## src/rtl/serial_packet_tx.sv

```systemverilog
// Serial frame transmitter: shifts out start bit, port, length and N payload bits
// on a single wire, one bit per clkEn tick.
module serial_packet_tx #(
  parameter int unsigned PORT_W = 2,
  parameter int unsigned LEN_W  = 4,
  parameter int unsigned DATA_W = 15
) (
  input  logic              clk,
  input  logic              rst,
  input  logic              clkEn,
  input  logic              start,
  input  logic [PORT_W-1:0] portIn,
  input  logic [LEN_W-1:0]  lenIn,
  input  logic [DATA_W-1:0] dataIn,
  output logic              serOut,
  output logic              dataValid,
  output logic              busy,
  output logic              ready,
  output logic              done
);

  localparam int unsigned MAX_W   = (PORT_W > LEN_W) ? ((PORT_W > DATA_W) ? PORT_W : DATA_W)
                                                     : ((LEN_W > DATA_W) ? LEN_W : DATA_W);
  localparam int unsigned CNT_MAX = MAX_W - 1;
  localparam int unsigned CNT_W   = (CNT_MAX > 0) ? $clog2(CNT_MAX + 1) : 1;

  typedef enum logic [2:0] {IDLE, START, PORT, LEN, DATA} state_t;

  state_t              state, state_d;
  logic [PORT_W-1:0]   port_q, port_d;
  logic [LEN_W-1:0]    len_q, len_d;
  logic [LEN_W-1:0]    n_q, n_d;
  logic [DATA_W-1:0]   data_q, data_d;
  logic [CNT_W-1:0]    cnt, cnt_d;
  logic                ser_d, dv_d, busy_d, ready_d, done_d;
  logic [LEN_W-1:0]    len_clamp_c;
  logic [DATA_W-1:0]   data_align_c;

  // Payload is pre-aligned so bit N-1 sits at the MSB and shifts out first
  assign len_clamp_c  = (32'(lenIn) > DATA_W) ? LEN_W'(DATA_W) : lenIn;
  assign data_align_c = dataIn << (DATA_W - 32'(len_clamp_c));

  always_ff @(posedge clk) begin
    if (rst) begin
      state     <= IDLE;
      port_q    <= '0;
      len_q     <= '0;
      n_q       <= '0;
      data_q    <= '0;
      cnt       <= '0;
      serOut    <= 1'b1;
      dataValid <= 1'b0;
      busy      <= 1'b0;
      ready     <= 1'b1;
      done      <= 1'b0;
    end else if (clkEn) begin
      state     <= state_d;
      port_q    <= port_d;
      len_q     <= len_d;
      n_q       <= n_d;
      data_q    <= data_d;
      cnt       <= cnt_d;
      serOut    <= ser_d;
      dataValid <= dv_d;
      busy      <= busy_d;
      ready     <= ready_d;
      done      <= done_d;
    end else begin
      // done is a single-clk pulse even when the strobe is sparse
      done      <= 1'b0;
    end
  end

  always_comb begin
    state_d = state;
    port_d  = port_q;
    len_d   = len_q;
    n_d     = n_q;
    data_d  = data_q;
    cnt_d   = cnt;
    ser_d   = serOut;
    dv_d    = dataValid;
    busy_d  = busy;
    ready_d = ready;
    done_d  = 1'b0;

    unique case (state)
      IDLE: begin
        ser_d = 1'b1;
        if (start) begin
          port_d  = portIn;
          len_d   = len_clamp_c;
          n_d     = len_clamp_c;
          data_d  = data_align_c;
          ser_d   = 1'b0;
          busy_d  = 1'b1;
          ready_d = 1'b0;
          state_d = START;
        end
      end
      START: begin
        ser_d   = port_q[PORT_W-1];
        port_d  = port_q << 1;
        cnt_d   = CNT_W'(PORT_W - 1);
        state_d = PORT;
      end
      PORT: begin
        if (cnt == '0) begin
          ser_d   = len_q[LEN_W-1];
          len_d   = len_q << 1;
          cnt_d   = CNT_W'(LEN_W - 1);
          state_d = LEN;
        end else begin
          ser_d  = port_q[PORT_W-1];
          port_d = port_q << 1;
          cnt_d  = cnt - CNT_W'(1);
        end
      end
      LEN: begin
        if (cnt != '0) begin
          ser_d = len_q[LEN_W-1];
          len_d = len_q << 1;
          cnt_d = cnt - CNT_W'(1);
        end else if (n_q != '0) begin
          ser_d   = data_q[DATA_W-1];
          data_d  = data_q << 1;
          dv_d    = 1'b1;
          cnt_d   = CNT_W'(n_q) - CNT_W'(1);
          state_d = DATA;
        end else begin
          ser_d   = 1'b1;
          dv_d    = 1'b0;
          busy_d  = 1'b0;
          ready_d = 1'b1;
          done_d  = 1'b1;
          state_d = IDLE;
        end
      end
      DATA: begin
        if (cnt != '0) begin
          ser_d  = data_q[DATA_W-1];
          data_d = data_q << 1;
          cnt_d  = cnt - CNT_W'(1);
        end else begin
          ser_d   = 1'b1;
          dv_d    = 1'b0;
          busy_d  = 1'b0;
          ready_d = 1'b1;
          done_d  = 1'b1;
          state_d = IDLE;
        end
      end
      default: begin
        state_d = IDLE;
      end
    endcase
  end

endmodule

```

## config.mk

```make
export PLATFORM = sky130hd
export DESIGN_NAME = serial_packet_tx
export DESIGN_NICKNAME = d
export VERILOG_FILES = /design/src/rtl/serial_packet_tx.sv
export SDC_FILE = /design/constraint.sdc
export NUM_CORES = 1
export LEC_CHECK = 0
export CORE_UTILIZATION = 29
export DETAILED_ROUTE_END_ITERATION = 10
export SETUP_SLACK_MARGIN = 0.4
export SYNTH_ARGS = -nofsm -noshare
export SYNTH_HDL_FRONTEND = slang
export SYNTH_SLANG_ARGS = --single-unit
```

## constraint.sdc

```tcl
create_clock -name clk -period 2.2 [get_ports clk]
set_input_delay 0.44 -clock clk [delete_from_list [all_inputs] [get_ports clk]]
set_output_delay 0.44 -clock clk [all_outputs]
set_load 0.005 [all_outputs]
```

==> impl_metrics.json, run 1 <==
{
  "status": "finished, violations left",
  "failing_checks": "design-rule violations",
  "synth-edff-count": 0,
  "cts_buffer_depth": 2,
  "power.static_leakage_uw": 0.00153,
  "cp.arrival_ns": 2.19,
  "setup_ws_ns": 0.246,
  "yosys_warnings": 0,
  "placedCellCount": 473,
  "pwr-share-clk": 0.317,
  "cts.sink_count": 37,
  "antennaDiodeCount": 0,
  "drt_pass1_iterations": 8,
  "hold_slack_ns": 0.460,
  "die_area_um2": 9600,
  "final-setup-viol-count": 0,
  "max_slew_margin": 0.689,
  "comb_power_share": 0.317,
  "detail_route.drc_violations": 3,
  "r2r-end": "data_q[8]",
  "worstSetupEndpoint": "data_q[8]",
  "synth_top_cell_area_share": 0.277,
  "synthesis.nets": 348,
  "synth_commonest_cells": "nor2_1, dfxtp_1, a21oi_1, nand2_1",
  "timing.critical_path.required_ns": 2.44,
  "cts_tree": "yes",
  "clock.fmax_mhz": 512,
  "overflow": 0,
  "min-delay-path-class": "reg2reg",
  "finalHoldViolCount": 0,
  "worst_pin_slew_ns": 0.464,
  "sw_frac_of_total": 0.301,
  "ys_seq_elements": 37,
  "regToRegStartpoint": "cnt[1]",
  "critPathLaunch": "cnt[1]",
  "design_area_um2": 3980,
  "reg2reg_setup_slack_ns": 0.25,
  "track_usage": 0.171,
  "grt_first_pass_wirelength_mm": 13.4,
  "start_util": 0.303,
  "place.port_buffers": 29,
  "pre_cts_ws_ns": -0.248,
  "cp-start-kind": "register",
  "layout-area-overhead-vs-synth_pct": 48.9,
  "routability_cong": 0.858,
  "critPathKind": "reg2reg",
  "floorplan.io_pins": 30,
  "critical_path.max_fanout": 8,
  "nFillCells": 848,
  "power_switching_uw": 607,
  "final-max-slew-violation-count": 0,
  "cp-end-kind": "register",
  "grt_max_degree": 17,
  "top_post_synthesis_cells_by_area": "dfxtp_1, mux4_2, a21oi_1",
  "vias": 2787,
  "cts.root.buffer_cell": "clkbuf_8",
  "cts.reportedPaths.clkPinSlew_ns": 0.08,
  "seq_area_um2": 746,
  "wl_per_cell_um": 16.3,
  "final_core_utilization": 0.452,
  "worst_skew_pair.late_latency_ns": 0.30,
  "antenna_violations_before_repair": 0,
  "seq_area_frac_synth": 0.277,
  "drtAntennaViolNets": 0,
  "post_synth_inst_count": 319,
  "primary_ff_master_synth": "dfxtp_1",
  "post-synth-top-count-cell": "nor2_1",
  "cts_made_buffers": 5,
  "drv_cap": 0,
  "stdcell_count": 508,
  "cts-hold-fix-buffers": 0,
  "clock_skew_ns": 0.00879,
  "clock_tree.htree_level_count": 2,
  "post_synth.cell_area_avg_um2": 8.38,
  "vdd_drop_max_v": 0.000233,
  "post-synth-top-area-cell": "dfxtp_1",
  "ys_types": 60,
  "fp.dieW_um": 98,
  "place_hpwl_mm": 5.62,
  "powerDensity_nw_per_um2": 507,
  "post-route-period-util": 0.888,
  "dieHeight_um": 98,
  "seqPwrFrac": 0.367,
  "final_net_count": 428,
  "finalWirelength_mm": 8.27,
  "first_iter_violations": 130,
  "internal_power_uw": 1410,
  "core_box_area_um2": 8810,
  "ys_async_rst_share": 0,
  "netlist_area_um2": 2670,
  "drive_gt1_frac": 0.385,
  "post_dp_cell_area_um2": 3350,
  "vias_per_std_cell": 5.49,
  "ff2ff_path_depth": 7,
  "min_period_ns": 1.95,
  "std_cell_rows": 34,
  "multi_input_area_um2": 2050,
  "rsz0062_at_grt": "yes",
  "grt_pass1_vias": 2759
}
==> state kept, by name, indices dropped and copies added (netlist names) <==
| name | cells |
|---|---|
| data_q | 15 |
| cnt | 4 |
| len_q | 4 |
| n_q | 4 |
| state | 3 |
| port_q | 2 |
| busy | 1 |
| dataValid | 1 |
| done | 1 |
| ready | 1 |
| serOut | 1 |
==> per-layer routing <==
| layer | track usage | vias up | share of wire |
|---|---|---|---|
| li1 | - | 1349 | - |
| met1 | 0.215 | 1323 | 0.43 |
| met2 | 0.309 | 106 | 0.51 |
| met3 | 0.0229 | 9 | 0.050 |
| met4 | 0.0396 | 0 | 0.0097 |
| met5 | 0 | - | 0 |
==> cell usage in the layout (no fill, tap or decap), drive strengths merged, types with 2 or more instances in the layout <==
master         synthesis  final
a21oi                 31     31
o211ai                 5      5
o221ai                 2      2
mux2i                 15     15
nor3b                  4      4
nand4                  4      4
mux2                   6      6
a2111oi                4      4
nand2                 25     25
xnor2                  6      6
a31oi                  2      2
nor2                  41     41
o22ai                  2      2
a21o                   2      2
nand3                  8      8
or3b                   3      3
dlygate4sd2            0      3
o21ai                 12     12
ha                     4      4
a31o                   2      2
nand2b                 4      4
nor3                  16     16
or3                    2      2
dfxtp                 37     37
nor2b                  5      5
a22oi                  4      4
a211oi                 7      7
o41ai                  4      4
a221oi                 2      2
clkbuf                 8      6
mux4                  11     11
inv                    9      9
buf                   16     67
clkdlybuf4s50          0     25
==> kinds of logic (layout without fill, tap and decap cells) <==
family                     Yosys count  after routing  synth area share
and+or+nand+nor                    116            116             0.216
AOI/OAI and AO/OA                   90             90             0.232
DFF                                 37             37             0.277
buffers and inverters               34            115            0.0618
muxes                               32             32             0.174
xor gates and xnor gates             6              6            0.0197
adders and majority gates            4              4            0.0187
==> power by group through the flow <==
stage / Clock, uW / Combinational (uW) / Sequential [uW]
5_1_grt: 674 / 687 / 745
3_3_place_gp: 0 / 494 / 751
2_1_floorplan: 0 / 321 / 742
4_1_cts: 645 / 593 / 737
6_report: 638 / 639 / 740
3_5_place_dp: 0 / 497 / 751
==> how the worst min path moves through the flow <==
stage                            to  cells after the start       from  slack (ns)
after floorplan           port_q[0]                      2  port_q[0]        0.43
after global placement    port_q[0]                      2  port_q[0]        0.44
after detailed placement  data_q[0]                      2  data_q[0]        0.45
after CTS                 port_q[0]                      2  port_q[0]        0.46
after global routing      port_q[0]                      2  port_q[0]        0.48
final                     port_q[0]                      2  port_q[0]        0.46
==> critical path, stage by stage (launching register included) <==
cell and delay, ns:
dfxtp_2 0.33, inv_2 0.07, ha_4 0.14, or3b_4 0.41
nor3_4 0.17, o221ai_4 0.19, or4_1 0.45, a21oi_1 0.14
==> timing repair <==
item / 4_1_cts / 5_1_grt
cloned: 4 / 0
gates resized for setup: 54 / 27
setup buffers: 21 / 2
endpoints found under the setup margin: 29 / 32
pin swaps: 20 / 16
==> per-stage QoR <==
stage / TNS, ns / total power, uW
after global placement: -1.33 / 1240
after global routing: 0 / 2110
after floorplan: 0 / 1060
final: 0 / 2020
after detailed placement: -1.70 / 1250
after CTS: 0 / 1970
==> layout make-up <==
type                    count  share of cell area
clock buffers               6              0.0207
clock inverters             2             0.00943
inverters                  10             0.00943
multi-input cells         248               0.516
flip-flops and latches     37               0.187
well taps                 108              0.0340
repair buffers             97               0.223
Note: power is estimated with default switching activity, not from simulation.
==> inputs of run 2 (changes only) <==
--- a/config.mk
+++ b/config.mk
@@ -7,6 +7,7 @@
 export LEC_CHECK = 0
 export CORE_UTILIZATION = 29
 export DETAILED_ROUTE_END_ITERATION = 10
+export GPL_TIMING_DRIVEN = 0
 export SETUP_SLACK_MARGIN = 0.4
 export SYNTH_ARGS = -nofsm -noshare
 export SYNTH_HDL_FRONTEND = slang
==> run 2 against run 1 <==
Compared with the run above: the run still ends with design-rule violations left; register-to-register slack worse by 0.02 ns; die area stayed put; critical path depth stayed put; maximum frequency is 1.1% lower; sequential power is 0.5% lower; cell area is 6.5% lower; flip-flop and latch count stayed put; critical endpoint unchanged; largest power group unchanged.
==> impl_metrics.json, run 2 (same netlist as run 1, synthesis figures left out) <==
{
  "seqPwrFrac": 0.407,
  "powerDensity_nw_per_um2": 485,
  "clock_tree.htree_level_count": 2,
  "drt_pass1_iterations": 7,
  "power_switching_uw": 583,
  "detail_route.drc_violations": 4,
  "std_cell_rows": 34,
  "clock_skew_ns": 0.00643,
  "worst_path_max_delay_cell": "or4_1",
  "cts.reportedPaths.clkPinSlew_ns": 0.08,
  "cp-start-kind": "register",
  "mostFrequentLayoutCell": "nor2_1",
  "core_box_area_um2": 8810,
  "cts.sink_count": 37,
  "place_hpwl_mm": 5.54,
  "failing_checks": "design-rule violations",
  "setup_ws_ns": 0.225,
  "min-delay-path-class": "reg2reg",
  "routability_cong": 0.865,
  "pre_cts_ws_ns": -0.292,
  "mostFrequentLayoutCells": "nor2_1, dfxtp_1, a21oi_1",
  "finalHoldViolCount": 0,
  "finalWirelength_mm": 8.20,
  "post-route-period-util": 0.898,
  "nFillCells": 853,
  "min_period_ns": 1.98,
  "critical_path.max_fanout": 7,
  "layout-area-overhead-vs-synth_pct": 39.2,
  "post_dp_cell_area_um2": 3160,
  "worst_skew_pair.late_latency_ns": 0.29,
  "sw_frac_of_total": 0.323,
  "vdd_drop_max_v": 0.000243,
  "largest_reg_flops": 15,
  "cts_tree": "yes",
  "drtAntennaViolNets": 0,
  "max_flop_register": "data_q",
  "vias": 2800,
  "dieHeight_um": 98,
  "pwr-share-clk": 0.263,
  "overflow": 0,
  "die_area_um2": 9600,
  "floorplan.io_pins": 30,
  "grt_pass1_vias": 2769,
  "first_iter_violations": 126,
  "track_usage": 0.176,
  "cts_made_buffers": 5,
  "antenna_violations_before_repair": 0,
  "design_area_um2": 3720,
  "final-max-slew-violation-count": 0,
  "cts_buffer_depth": 2,
  "clock.fmax_mhz": 506,
  "status": "finished, violations left",
  "max_slew_margin": 0.554,
  "max_stage_delay_ns": 0.45,
  "drv_cap": 0,
  "cp-end-kind": "register",
  "worst_pin_slew_ns": 0.669,
  "fp.dieW_um": 98,
  "place.port_buffers": 27,
  "wl_per_cell_um": 16.8,
  "crit_path_cells": "inv_2, ha_4, or3b_4, nor3_4, o221ai_4, or4_1, a21oi_1",
  "internal_power_uw": 1220,
  "power.static_leakage_uw": 0.00144,
  "cp.arrival_ns": 2.20,
  "final-setup-viol-count": 0,
  "rsz0062_at_grt": "yes",
  "vias_per_std_cell": 5.75,
  "timing.critical_path.required_ns": 2.43,
  "start_util": 0.303,
  "final_net_count": 407,
  "antennaDiodeCount": 0,
  "critPathKind": "reg2reg",
  "cts.root.buffer_cell": "clkbuf_8",
  "grt_max_degree": 12,
  "comb_power_share": 0.330,
  "grt_first_pass_wirelength_mm": 13.7,
  "drive_gt1_frac": 0.332
}
-- run 2: changes by cell type in the layout (fill, tap and decap cells not counted), sizes merged --
cell           delta
clkdlybuf4s15     -1
clkbuf            +9
dlygate4sd2       +6
buf              -27
clkinvlp          -1
bufbuf            -1
clkdlybuf4s50     -7
bufinv            -1
clkinv            +2
-- run 2: power groups by stage --
stage | clock, uW | sequential (uW) | combinational (uW)
2_1_floorplan | 0 | 742 | 321
3_3_place_gp | 0 | 747 | 457
6_report | 475 | 736 | 596
5_1_grt | 511 | 741 | 643
4_1_cts | 481 | 735 | 555
3_5_place_dp | 0 | 749 | 462
-- run 2: through the flow --
step	instances	hold slack, ns	utilization	total power (uW)	setup TNS [ns]
final	487	0.453	0.423	1810	0
after global routing	487	0.471	0.423	1890	0
after CTS	484	0.454	0.409	1770	0
after detailed placement	454	0.445	0.358	1210	-2.04
after global placement	454	0.436	0.358	1200	-1.66
after floorplan	319	0.428	-	1060	0
-- run 2: metal layers --
metal / GRT usage / part of all wire / up-vias / wire length, um
met4: 0.0793 / 0.026 / 0 / 209
met1: 0.225 / 0.44 / 1359 / 3630
met5: 0 / 0 / - / 0
met3: 0.0265 / 0.051 / 19 / 417
li1: - / - / 1320 / -
met2: 0.295 / 0.48 / 102 / 3940
-- run 2: final timing paths --
path              from         to  slack, ns  cells past startpoint
max             cnt[1]  data_q[8]       0.22                      7
max reg2reg     cnt[1]  data_q[8]       0.22                      7
min reg2reg  port_q[0]  port_q[0]       0.45                      2
min          port_q[0]  port_q[0]       0.45                      2
-- run 2: critical path, delay by kind of cell, from the launching register on --
family                   cells  cell delay, ns
AO/OA/AOI/OAI                2            0.32
AND/OR/NAND/NOR              3            1.06
buffers and inverters        1            0.07
flip-flops                   1            0.33
adder cells (fa/ha/maj)      1            0.14
-- run 2: layout make-up --
type | count | area [um2] | share of cell area
inverter | 10 | 37.5 | 0.0101
buffer | 24 | 213 | 0.0572
clock buffer | 6 | 72.6 | 0.0195
sequential | 37 | 744 | 0.200
multi-input combinational | 248 | 2030 | 0.545
timing repair buffer | 52 | 482 | 0.129
clock inverter | 2 | 10.0 | 0.00269
tap | 108 | 135 | 0.0363
-- run 2: repair_timing --
item / 4_1_cts / 5_1_grt
pin swaps: 18 / 13
hold buffers: 0 / 0
gates cloned: 2 / 0
endpoints found under the setup margin: 37 / 35
setup buffers: 20 / 3
resized for setup: 65 / 30
==> inputs of run 3 (changes only) <==
--- a/config.mk
+++ b/config.mk
@@ -7,8 +7,9 @@
 export LEC_CHECK = 0
 export CORE_UTILIZATION = 29
 export DETAILED_ROUTE_END_ITERATION = 10
-export GPL_TIMING_DRIVEN = 0
+export GPL_TIMING_DRIVEN = 1
 export SETUP_SLACK_MARGIN = 0.4
+export SLEW_MARGIN = 10
 export SYNTH_ARGS = -nofsm -noshare
 export SYNTH_HDL_FRONTEND = slang
 export SYNTH_SLANG_ARGS = --single-unit
==> results of run 3 <==
No change in the layout: final DEF, timing and power equal those of run 1.
==> variant 1, RTL diff (config.mk and constraints of run 2) <==
Set the parameter `LEN_W` to 2 (it was 4).
--- a/src/rtl/serial_packet_tx.sv
+++ b/src/rtl/serial_packet_tx.sv
@@ -4,3 +4,3 @@
   parameter int unsigned PORT_W = 2,
-  parameter int unsigned LEN_W  = 4,
+  parameter int unsigned LEN_W  = 2,
   parameter int unsigned DATA_W = 15
Ports: changed (resized lenIn); port bits go from 30 to 28. No check against the original RTL was run, so the function may have changed too.
==> variant 1 against run 2 <==
- cell area is 53% lower
- wire length decreased by 60%
- largest cell class unchanged
- power shrank 49%
- sequential cell count fell by 16
- maximum frequency up 5.3%
- highest routed layer unchanged
- utilization down 2.0 points
- setup slack better by 0.099 ns
- area after synthesis fell by 51%
- largest power group unchanged
==> variant 1: results <==
set metrics [dict create \
    clk-insertion-delay-late_ns 0.27 \
    fillerInstances 445 \
    routed_via_density 5.114 \
    finClkSkew_ns 0.007539 \
    ys_types 42 \
    power_density_nw_per_um2 524.0 \
    drive_gt1_share_pct 25.77 \
    avgRoutedWirePerCell_um 13.39 \
    cts_max_level 1 \
    critical_path.max_stage_delay_ns 0.48 \
    yosysSeqAreaShare_pct 31.91 \
    nets 222 \
    slew_headroom_pct 64.11 \
    synth_area_leaders "dfxtp_1 32%, mux2i_1 6.8%, nor2_1 6.0%" \
    grt_usage_pct 13.69 \
    gp_congestion 0.9304 \
    leakagePower_nw 0.6653 \
    dp.cells 232 \
    wirelength_mm 3.295 \
    drt-initial-drc-count 49 \
    reg2reg_slack_ns 0.32 \
    worstPathMaxFanout 4 \
    status "finished, final reports clean" \
    synth_commonest_cells "21 x dfxtp_1, 21 x nor2_1, 13 x nand2_1, 12 x a21oi_1, 9 x mux2i_1" \
    io_buffers 13 \
    ir_drop_mv 0.2229 \
    grt_pass1_wl_mm 5.292 \
    arrival_ns 2.00 \
    numCtsBuffers 3 \
    whs_ns 0.4702 \
    dr.pass1.iters 4 \
    syn-num-nets 194 \
    avgSynthCellArea_um2 7.889 \
]
variant 1: changes by cell type after synthesis, sizes merged, moves of 5 or more:
cell	delta
a211oi	-6
dfxtp	-16
mux4	-11
nor2	-20
buf	-12
nand2	-12
mux2i	-6
o21ai	-5
nor3	-10
a21oi	-18
variant 1: cell type report:
| type | count | area, um2 | share of cell area, % |
|---|---|---|---|
| flip-flops and latches | 21 | 425.4 | 24.29 |
| multi-input cells | 128 | 927.1 | 52.93 |
| plain buffers | 12 | 61.31 | 3.500 |
| clock buffers | 4 | 45.04 | 2.571 |
| well taps | 52 | 65.06 | 3.714 |
| repair buffers | 23 | 205.2 | 11.71 |
| inverters | 6 | 22.52 | 1.286 |
variant 1: stage by stage:
stage	total power, mW	worst slack, ns	instance area [um2]
4_1_cts	0.8952	0.3325	1655
3_3_place_gp	0.6120	0.1590	1526
6_report	0.9178	0.3238	1752
2_1_floorplan	0.5544	0.4013	1331
5_1_grt	0.9665	0.2621	1752
3_5_place_dp	0.6136	0.1533	1526
variant 1: routing by layer:
metal	track usage, %	up-vias	share of wire, %
met1	18.99	574	48
met3	2.180	4	3.2
met2	21.14	24	47
met5	0	-	0
li1	-	656	-
met4	5.442	0	1.0
variant 1: power breakdown:
| group | internal [mW] | switching (mW) | total (mW) |
|---|---|---|---|
| Combinational | 0.118 | 0.125 | 0.243 |
| Clock | 0.129 | 0.134 | 0.263 |
| Sequential | 0.400 | 0.0108 | 0.411 |
variant 1: worst paths after layout:
path              startpoint  cells after the start          to
hold reg to reg       cnt[1]                      2      cnt[1]
setup reg to reg      n_q[0]                      8  data_q[14]
hold / removal        cnt[1]                      2      cnt[1]
setup / recovery      n_q[0]                      8  data_q[14]
variant 1: repair_timing:
action / in CTS / in global routing
gates cloned: 0 / 0
hold endpoints to repair: 0 / 0
endpoints found under the setup margin: 18 / 15
buffers inserted: 6 / 4
resized for setup: 14 / 16
pin swaps: 4 / 5
variant 1: logic make-up after synthesis:
logic type,share of synthesized area [%]
AND/OR/NAND/NOR,27.07
buffers and inverters,5.508
flip-flops,31.91
AO/OA/AOI/OAI,21.84
multiplexers,8.547
XOR/XNOR,1.330
adder cells (fa/ha/maj),3.799
variant 1: worst register-to-register path: cells and delay by family, from the launching register on:
family                     cells  cell delay [ns]
and+or+nand+nor                2             0.60
AOI/OAI and AO/OA              3             0.42
DFF                            1             0.34
buffers and inverters          2             0.23
adders and majority gates      1             0.15
==> variant 2, RTL diff (flow settings as in run 2) <==
Without the edit above. The 5 states of `state_t` get a Gray code encoding in 3 bits.
--- a/src/rtl/serial_packet_tx.sv
+++ b/src/rtl/serial_packet_tx.sv
@@ -26,3 +26,3 @@
 
-  typedef enum logic [2:0] {IDLE, START, PORT, LEN, DATA} state_t;
+  typedef enum logic [2:0] {IDLE = 3'b000, START = 3'b001, PORT = 3'b011, LEN = 3'b010, DATA = 3'b110} state_t;
 
Behaviour: no difference found for any inputs over 10 cycles, from zero or initial values and one cycle with rst high; not proved beyond that.
==> variant 2 against run 2 <==
- setup slack improved by 0.096 ns
- critical path type unchanged
- power is 23% higher
- clock power is 31% higher
- area after synthesis increased by 2.4%
- utilization down 2.8 points
- cell area down 2.5%
- wire length is 0.57% lower
- first-iteration DRC count rose by 71%
- sequential cell count did not move
==> variant 2: results <==
set metrics [dict create \
    slowest_stage "or4_4" \
    instances_no_fill 501 \
    power_density_nw_per_um2 615.0 \
    finClkSkew_ns 0.007735 \
    use_met2_pct 26.73 \
    nets 418 \
    min_from "dataValid" \
    clkbuf_count 5 \
    multi_input_gates 264 \
    reg2reg_slack_ns 0.32 \
    yosysSeqAreaShare_pct 27.07 \
    dp.cells 477 \
    synth_area_leaders "dfxtp_1 27%, mux2i_1 7.3%, nor2_1 5.3%" \
    grt_max_degree 14 \
    met3WireLength_um 537 \
    whs_endpoint "dataValid" \
    grt_pass1_wl_mm 13.19 \
    grt_usage_pct 16.68 \
    place_area_um2 3152 \
    total_power_mw 2.231 \
    routed_via_density 5.595 \
    gr-usage-met1_pct 22.16 \
    hpwl_mm 5.804 \
    utilization_pct 39.44 \
    drive_gt1_share_pct 29.49 \
    ys_types 55 \
    syn_to_final_growth_pct 32.56 \
    pwr-share-comb_pct 37.8 \
    wirelength_mm 8.149 \
    clock_tree_area_fraction_pct 3.174 \
    status "finished, final reports clean" \
    n_all_buffers 71 \
    multi_input_area_share_pct 55.36 \
    cts_setup_buffers 8 \
    dr.pass1.iters 5 \
    io_buffers 25 \
    worstPathMaxFanout 6 \
    critical_path.max_stage_delay_ns 0.53 \
    fillerInstances 934 \
    wl_met1_mm 3.660 \
    first_global_vias 2714 \
    slew_headroom_pct 56.38 \
]
variant 2: cell count changes in the layout (fill, tap and decap cells not counted), sizes merged, moves of 5 or more:
cell and change:
nand2b +8, mux2i +5, a211oi +5, a31oi +5, or3 +5, dlygate4sd2 -6, buf -11, clkbuf +7
mux4 -8, nor3 -10, dlymetal6s2s +6, a21oi -5
variant 2: stage by stage:
| step | setup slack, ns | setup TNS, ns | hold WS, ns |
|---|---|---|---|
| after global routing | 0.2462 | 0 | 0.5005 |
| after detailed placement | -0.2127 | -2.037 | 0.4649 |
| after floorplan | 0.4027 | 0 | 0.4374 |
| final | 0.3207 | 0 | 0.4696 |
| after CTS | 0.3237 | 0 | 0.4783 |
| after global placement | -0.2590 | -2.369 | 0.4500 |
variant 2: cell families after synthesis:
| group | share of synthesized area, % |
|---|---|
| and+or+nand+nor | 22.86 |
| adders and majority gates | 1.829 |
| DFF | 27.07 |
| buffers and inverters | 6.904 |
| muxes | 13.49 |
| AOI/OAI and AO/OA | 26.25 |
| xor gates and xnor gates | 1.601 |
